### src/rtl/pipelined_cond_sum_adder_if.sv
// pipelined_cond_sum_adder_if: operand/result stream bundle for the pipelined conditional-sum adder
interface pipelined_cond_sum_adder_if #(
   parameter int WIDTH = 8
) ();
   logic             in_valid;
   logic             in_ready;
   logic [WIDTH-1:0] a;
   logic [WIDTH-1:0] b;
   logic             cin;
   logic             sub;
   logic             out_valid;
   logic             out_ready;
   logic [WIDTH-1:0] s;
   logic             cout;
   logic             ovf;
   modport master (
      output in_valid, a, b, cin, sub, out_ready,
      input  in_ready, out_valid, s, cout, ovf
   );
   modport slave (
      input  in_valid, a, b, cin, sub, out_ready,
      output in_ready, out_valid, s, cout, ovf
   );
endinterface

### src/rtl/pipelined_cond_sum_adder.sv
// pipelined_cond_sum_adder: streaming add/sub core, one BLOCK-bit conditional-sum slice per stage.
// Define COND_ADD_SAT_EN to saturate s on signed overflow.
module pipelined_cond_sum_adder #(
   parameter int WIDTH = 8,
   parameter int BLOCK = 4
) (
   input logic clk,
   input logic rst,
   pipelined_cond_sum_adder_if.slave bus
);
   localparam int NBLK = WIDTH / BLOCK;
   localparam logic [WIDTH-1:0] slice_mask = WIDTH'((1 << BLOCK) - 1);

   // Stage k holds operands plus the low k slices already resolved and the carry into slice k
   logic [NBLK-1:0]  v;
   logic [NBLK-1:0]  rc;
   logic [NBLK-1:0]  nc;
   logic [WIDTH-1:0] ra [NBLK];
   logic [WIDTH-1:0] rb [NBLK];
   logic [WIDTH-1:0] rs [NBLK];
   logic [WIDTH-1:0] ns [NBLK];
   logic [BLOCK:0]   p0 [NBLK];
   logic [BLOCK:0]   p1 [NBLK];
   logic [BLOCK:0]   sel [NBLK];
   logic             out_v;
   logic             stall;
   logic [WIDTH-1:0] s_q;
   logic [WIDTH-1:0] s_f;
   logic             cout_q;
   logic             ovf_q;
   logic             ovf_f;

   assign stall         = out_v && !bus.out_ready;
   assign bus.in_ready  = !stall;
   assign bus.out_valid = out_v;
   assign bus.s         = s_q;
   assign bus.cout      = cout_q;
   assign bus.ovf       = ovf_q;

   for (genvar g = 0; g < NBLK; g++) begin : g_slice
      assign p0[g]  = {1'b0, ra[g][g*BLOCK +: BLOCK]} + {1'b0, rb[g][g*BLOCK +: BLOCK]};
      assign p1[g]  = p0[g] + {{BLOCK{1'b0}}, 1'b1};
      assign sel[g] = rc[g] ? p1[g] : p0[g];
      assign ns[g]  = (rs[g] & ~(slice_mask << (g*BLOCK))) | (WIDTH'(sel[g][BLOCK-1:0]) << (g*BLOCK));
      assign nc[g]  = sel[g][BLOCK];
   end

   // Carry into the MSB is recovered as a^b^s at that bit, so ovf needs no extra carry tap
   assign ovf_f = ra[NBLK-1][WIDTH-1] ^ rb[NBLK-1][WIDTH-1] ^ ns[NBLK-1][WIDTH-1] ^ nc[NBLK-1];

`ifdef COND_ADD_SAT_EN
   assign s_f = ovf_f ? {ra[NBLK-1][WIDTH-1], {(WIDTH-1){~ra[NBLK-1][WIDTH-1]}}} : ns[NBLK-1];
`else
   assign s_f = ns[NBLK-1];
`endif

   always_ff @(posedge clk) begin
      if (rst) begin
         v      <= '0;
         out_v  <= 1'b0;
         s_q    <= '0;
         cout_q <= 1'b0;
         ovf_q  <= 1'b0;
      end else if (!stall) begin
         v[0]  <= bus.in_valid;
         ra[0] <= bus.a;
         rb[0] <= bus.sub ? ~bus.b : bus.b;
         rs[0] <= '0;
         rc[0] <= bus.sub | bus.cin;
         for (int k = 1; k < NBLK; k++) begin
            v[k]  <= v[k-1];
            ra[k] <= ra[k-1];
            rb[k] <= rb[k-1];
            rs[k] <= ns[k-1];
            rc[k] <= nc[k-1];
         end
         out_v <= v[NBLK-1];
         if (v[NBLK-1]) begin
            s_q    <= s_f;
            cout_q <= nc[NBLK-1];
            ovf_q  <= ovf_f;
         end
      end
   end
endmodule

### src/flat_wrapper.sv
// flat-port wrapper written by rule: the top's interface ports become plain ports
module pipelined_cond_sum_adder_flat 
#(
   parameter int WIDTH = 8,
   parameter int BLOCK = 4
)
  (clk, rst, bus_in_valid, bus_a, bus_b, bus_cin, bus_sub, bus_out_ready, bus_in_ready, bus_out_valid, bus_s, bus_cout, bus_ovf);
  pipelined_cond_sum_adder_if #(.WIDTH(WIDTH)) bus_i ();
  input logic clk;
  input logic rst;
  input wire logic [$bits(bus_i.in_valid)-1:0] bus_in_valid;
  input wire logic [$bits(bus_i.a)-1:0] bus_a;
  input wire logic [$bits(bus_i.b)-1:0] bus_b;
  input wire logic [$bits(bus_i.cin)-1:0] bus_cin;
  input wire logic [$bits(bus_i.sub)-1:0] bus_sub;
  input wire logic [$bits(bus_i.out_ready)-1:0] bus_out_ready;
  output wire logic [$bits(bus_i.in_ready)-1:0] bus_in_ready;
  output wire logic [$bits(bus_i.out_valid)-1:0] bus_out_valid;
  output wire logic [$bits(bus_i.s)-1:0] bus_s;
  output wire logic [$bits(bus_i.cout)-1:0] bus_cout;
  output wire logic [$bits(bus_i.ovf)-1:0] bus_ovf;
  assign bus_i.in_valid = bus_in_valid;
  assign bus_i.a = bus_a;
  assign bus_i.b = bus_b;
  assign bus_i.cin = bus_cin;
  assign bus_i.sub = bus_sub;
  assign bus_i.out_ready = bus_out_ready;
  assign bus_in_ready = bus_i.in_ready;
  assign bus_out_valid = bus_i.out_valid;
  assign bus_s = bus_i.s;
  assign bus_cout = bus_i.cout;
  assign bus_ovf = bus_i.ovf;
  pipelined_cond_sum_adder #(.WIDTH(WIDTH), .BLOCK(BLOCK)) u_core (.clk(clk), .rst(rst), .bus(bus_i));
endmodule
### config.mk
export PLATFORM = sky130hd
export DESIGN_NAME = pipelined_cond_sum_adder_flat
export DESIGN_NICKNAME = d
export VERILOG_FILES = /design/src/rtl/pipelined_cond_sum_adder_if.sv /design/src/rtl/pipelined_cond_sum_adder.sv /design/src/flat_wrapper.sv
export SDC_FILE = /design/constraint.sdc
export NUM_CORES = 1
export LEC_CHECK = 0
export ABC_CLOCK_PERIOD_IN_PS = 3000
export CAP_MARGIN = 20
export CORE_MARGIN = 2
export CORE_UTILIZATION = 40
export CTS_BUF_LIST = sky130_fd_sc_hd__clkbuf_16
export CTS_CLUSTER_SIZE = 8
export DETAILED_ROUTE_END_ITERATION = 6
export SLEW_MARGIN = 20
export SYNTH_ARGS = -nofsm -noshare
export SYNTH_HDL_FRONTEND = slang
export SYNTH_SLANG_ARGS = --single-unit
### constraint.sdc
create_clock -name clk -period 3 [get_ports clk]
set_clock_uncertainty 0.15 [all_clocks]
set_input_delay 0.45 -clock clk [delete_from_list [all_inputs] [get_ports clk]]
set_output_delay 0.45 -clock clk [all_outputs]
set_load 0.03 [all_outputs]
==> metrics.yaml <==
status:
  status: "complete, no violations"
global_routing:
  grt-busiest-layer: "met2"
  use_met2_pct: 20.5
  grt_overflow_total: 0
  grt_max_degree: 31
  grt_use_met1_pct: 13.5
  first_global_vias: 1179
  grt_pass1_wl_mm: 4.86
  antenna_found_initial: 0
  gr-usage-met3_pct: 4.42
  grt_use_total_pct: 12.1
floorplan:
  io_pins: 34
  die_h_um: 73.2
  die_w_um: 73.2
  design.core.area_mm2: 0.00466
  rows: 25
  dieArea_mm2: 0.00535
  initial_utilization_pct: 41.0
route:
  vias: 1161
  drc_errors: 0
  drt_iter0_drc: 61
  ant_nets: 0
  drt-total-wl_mm: 2.81
  routed_via_density: 4.82
  drt-pass1-iter-count: 4
  wire_per_inst_um: 11.7
place:
  dp_hpwl_mm: 2.10
  port_buffers: 33
  gp_congestion: 0.730
yosys:
  syn_area_mm2: 0.00191
  ys_ff_latch: 43
  yosysSeqAreaShare_pct: 60.7
  syn-mean-instance-area_um2: 13.0
  synth_cell_types: 31
  ys_warn_count: 0
  syn_nets: 181
  synthFlopType: "edfxtp_1"
  yosysTopAreaCell: "edfxtp_1"
  yosys.area.top_type_share_pct: 47.1
  synth_edf_count: 30
  yosysMostFrequentCell: "edfxtp_1"
  syn_inst: 147
  async_flop_share_pct: 0
  synth_common_cells: "30 x edfxtp_1, 16 x nand2_1, 13 x dfxtp_1"
  synthTopCellsByArea: "edfxtp_1 47%, dfxtp_1 14%, ha_1 6.5%, xor2_1 5.5%, nand2_1 3.1%"
finish:
  final_util_pct: 53.7
  areaGrowthSynthToFinish_pct: 30.9
  n_fill_cell: 398
  fin_nets: 220
  antenna_cells: 0
  layout-drive-gt1-share_pct: 9.63
power:
  cellPowerDensity_mw_per_mm2: 647
  switching_share_pct: 21.2
  combPwrFrac_pct: 14.2
  switchingPower_uw: 343
  finalPower_uw: 1620
  power.share.sequential_pct: 43.7
  ir_drop_mv: 0.441
  p_int_uw: 1280
  clkPwrFrac_pct: 42.1
  leakage_uw: 0.000924
sta:
  rsz0062_at_grt: "no"
  worst_pin_slew_ns: 0.497
  setup_viol: 0
  hold_viol_final: 0
  clock.fmax_ghz: 0.390
  max_slew_margin_pct: 66.0
  post-route-period-util_pct: 85.4
  setup_tns_ns: 0
  min_period_ns: 2.56
  final_max_slew_viol_count: 0
critical_path:
  crit_path_start_kind: "flop"
  end_kind: "flop"
  crit_type: "flop to flop"
  worstPathRequired_ns: 3.01
  crit_arrival_ns: 2.57
  path_max_fanout: 3
clock_network:
  clk_latency_ns: 0.28
  clk_pin_slew_ns: 0.06
  ctsHoldBuffers: 0
  cts-resized-gates: 0
  cts_htree_levels: 2
  numCtsBuffers: 5
  root_buffer: "clkbuf_16"
  ctsLongestPathBuffers: 2
  tritoncts: "yes"
  post_cts_buffers: 0
  clkSinkCount: 43
job:
  max_cap_viol_count: 0
hold_path:
  hp-class: "flop to flop"
[per-stage QoR]
step	std cells	hold slack, ns	instance area (µm²)	worst slack [ns]
3_5_place_dp	233	0.255	2320	0.421
5_1_grt	241	0.271	2500	0.261
4_1_cts	241	0.270	2500	0.421
2_1_floorplan	147	0.250	1910	0.473
6_report	241	0.269	2500	0.438
3_3_place_gp	233	0.252	2320	0.503
[per-layer routing]
| layer | vias to the layer above | share of wire [%] | wire (µm) |
|---|---|---|---|
| met5 | - | 0 | 0 |
| met4 | 0 | 2.2 | 62 |
| met3 | 5 | 6.3 | 178 |
| li1 | 598 | - | - |
| met1 | 528 | 39 | 1100 |
| met2 | 30 | 52 | 1460 |
[final cells by class]
type                       count  area [µm²]  area share (%)
sequential                    43        1160            46.4
multi-input combinational     94         716            28.6
timing repair buffer          35         345            13.8
clock buffer                   5         125            5.00
tap                           54        67.6            2.70
clock inverter                 3        63.8            2.55
inverter                       7        26.3            1.05
[layout by cell type (no fill, tap or decap)]
| cell type | synthesis | final |
|---|---|---|
| a2111oi_0 | 1 | 1 |
| a211oi_1 | 3 | 3 |
| a211oi_2 | 3 | 3 |
| a21o_1 | 3 | 3 |
| a21oi_1 | 9 | 9 |
| a311o_1 | 1 | 1 |
| and2_1 | 1 | 1 |
| buf_4 | 0 | 2 |
| bufinv_16 | 0 | 2 |
| clkbuf_16 | 0 | 5 |
| clkdlybuf4s50_1 | 0 | 33 |
| dfxtp_1 | 13 | 13 |
| edfxtp_1 | 30 | 30 |
| fa_1 | 2 | 2 |
| ha_1 | 10 | 10 |
| inv_1 | 7 | 8 |
| mux2_2 | 1 | 1 |
| nand2_1 | 16 | 16 |
| nand2b_1 | 1 | 1 |
| nand3b_1 | 1 | 1 |
| nand4_1 | 2 | 2 |
| nor2_1 | 10 | 9 |
| nor2_2 | 0 | 1 |
| nor2b_1 | 2 | 2 |
| nor3_1 | 2 | 2 |
| nor3_2 | 1 | 1 |
| o2111ai_1 | 1 | 1 |
| o211ai_1 | 1 | 1 |
| o21a_1 | 2 | 2 |
| or2_2 | 1 | 1 |
| xnor2_1 | 6 | 6 |
| xnor2_2 | 1 | 1 |
| xor2_1 | 12 | 12 |
| xor2_2 | 1 | 1 |
[sequential cells by signal, summed over array words and instances, names as in the netlist]
name	cells
u_core.rb	12
u_core.rs	4
u_core.rc	2
u_core.ra	12
u_core.bus.ovf	1
u_core.bus.s	8
u_core.bus.cout	1
u_core.v	2
u_core.bus.out_valid	1
[cell families after synthesis]
group	after synthesis	share of synthesized area [%]
AOI/OAI and AO/OA	24	9.29
and+or+nand+nor	37	8.83
muxes	1	0.589
DFF	43	60.7
adders and majority gates	12	8.63
buffers and inverters	10	2.03
xor gates and xnor gates	20	9.94
[power groups by stage]
stage	Combinational (µW)	Sequential, µW	Clock [µW]
3_5_place_dp	232	722	0
4_1_cts	235	710	700
2_1_floorplan	145	734	0
5_1_grt	258	713	724
3_3_place_gp	228	720	0
6_report	230	709	682
[worst max-delay path: stages, from the launching register on]
cell,delay (ns)
edfxtp_1,0.37
ha_1,0.22
inv_1,0.08
fa_1,0.43
inv_1,0.08
ha_1,0.13
nand2_1,0.09
a311o_1,0.34
a211oi_2,0.25
o21a_1,0.19
o211ai_1,0.10
[path summary, 6_finish.rpt]
path	from	to	slack [ns]	depth (start not counted)
max	u_core.ra[0][12]$_DFFE_PP_	u_core.bus.ovf$_SDFFE_PP0P_	0.44	10
min	u_core.rb[0][5]$_DFFE_PP_	u_core.rb[0][13]$_DFFE_PP_	0.27	0
max reg2reg	u_core.ra[0][12]$_DFFE_PP_	u_core.bus.ovf$_SDFFE_PP0P_	0.44	10
min reg2reg	u_core.rb[0][5]$_DFFE_PP_	u_core.rb[0][13]$_DFFE_PP_	0.27	0
No activity file was read; power rests on OpenSTA's default activity.
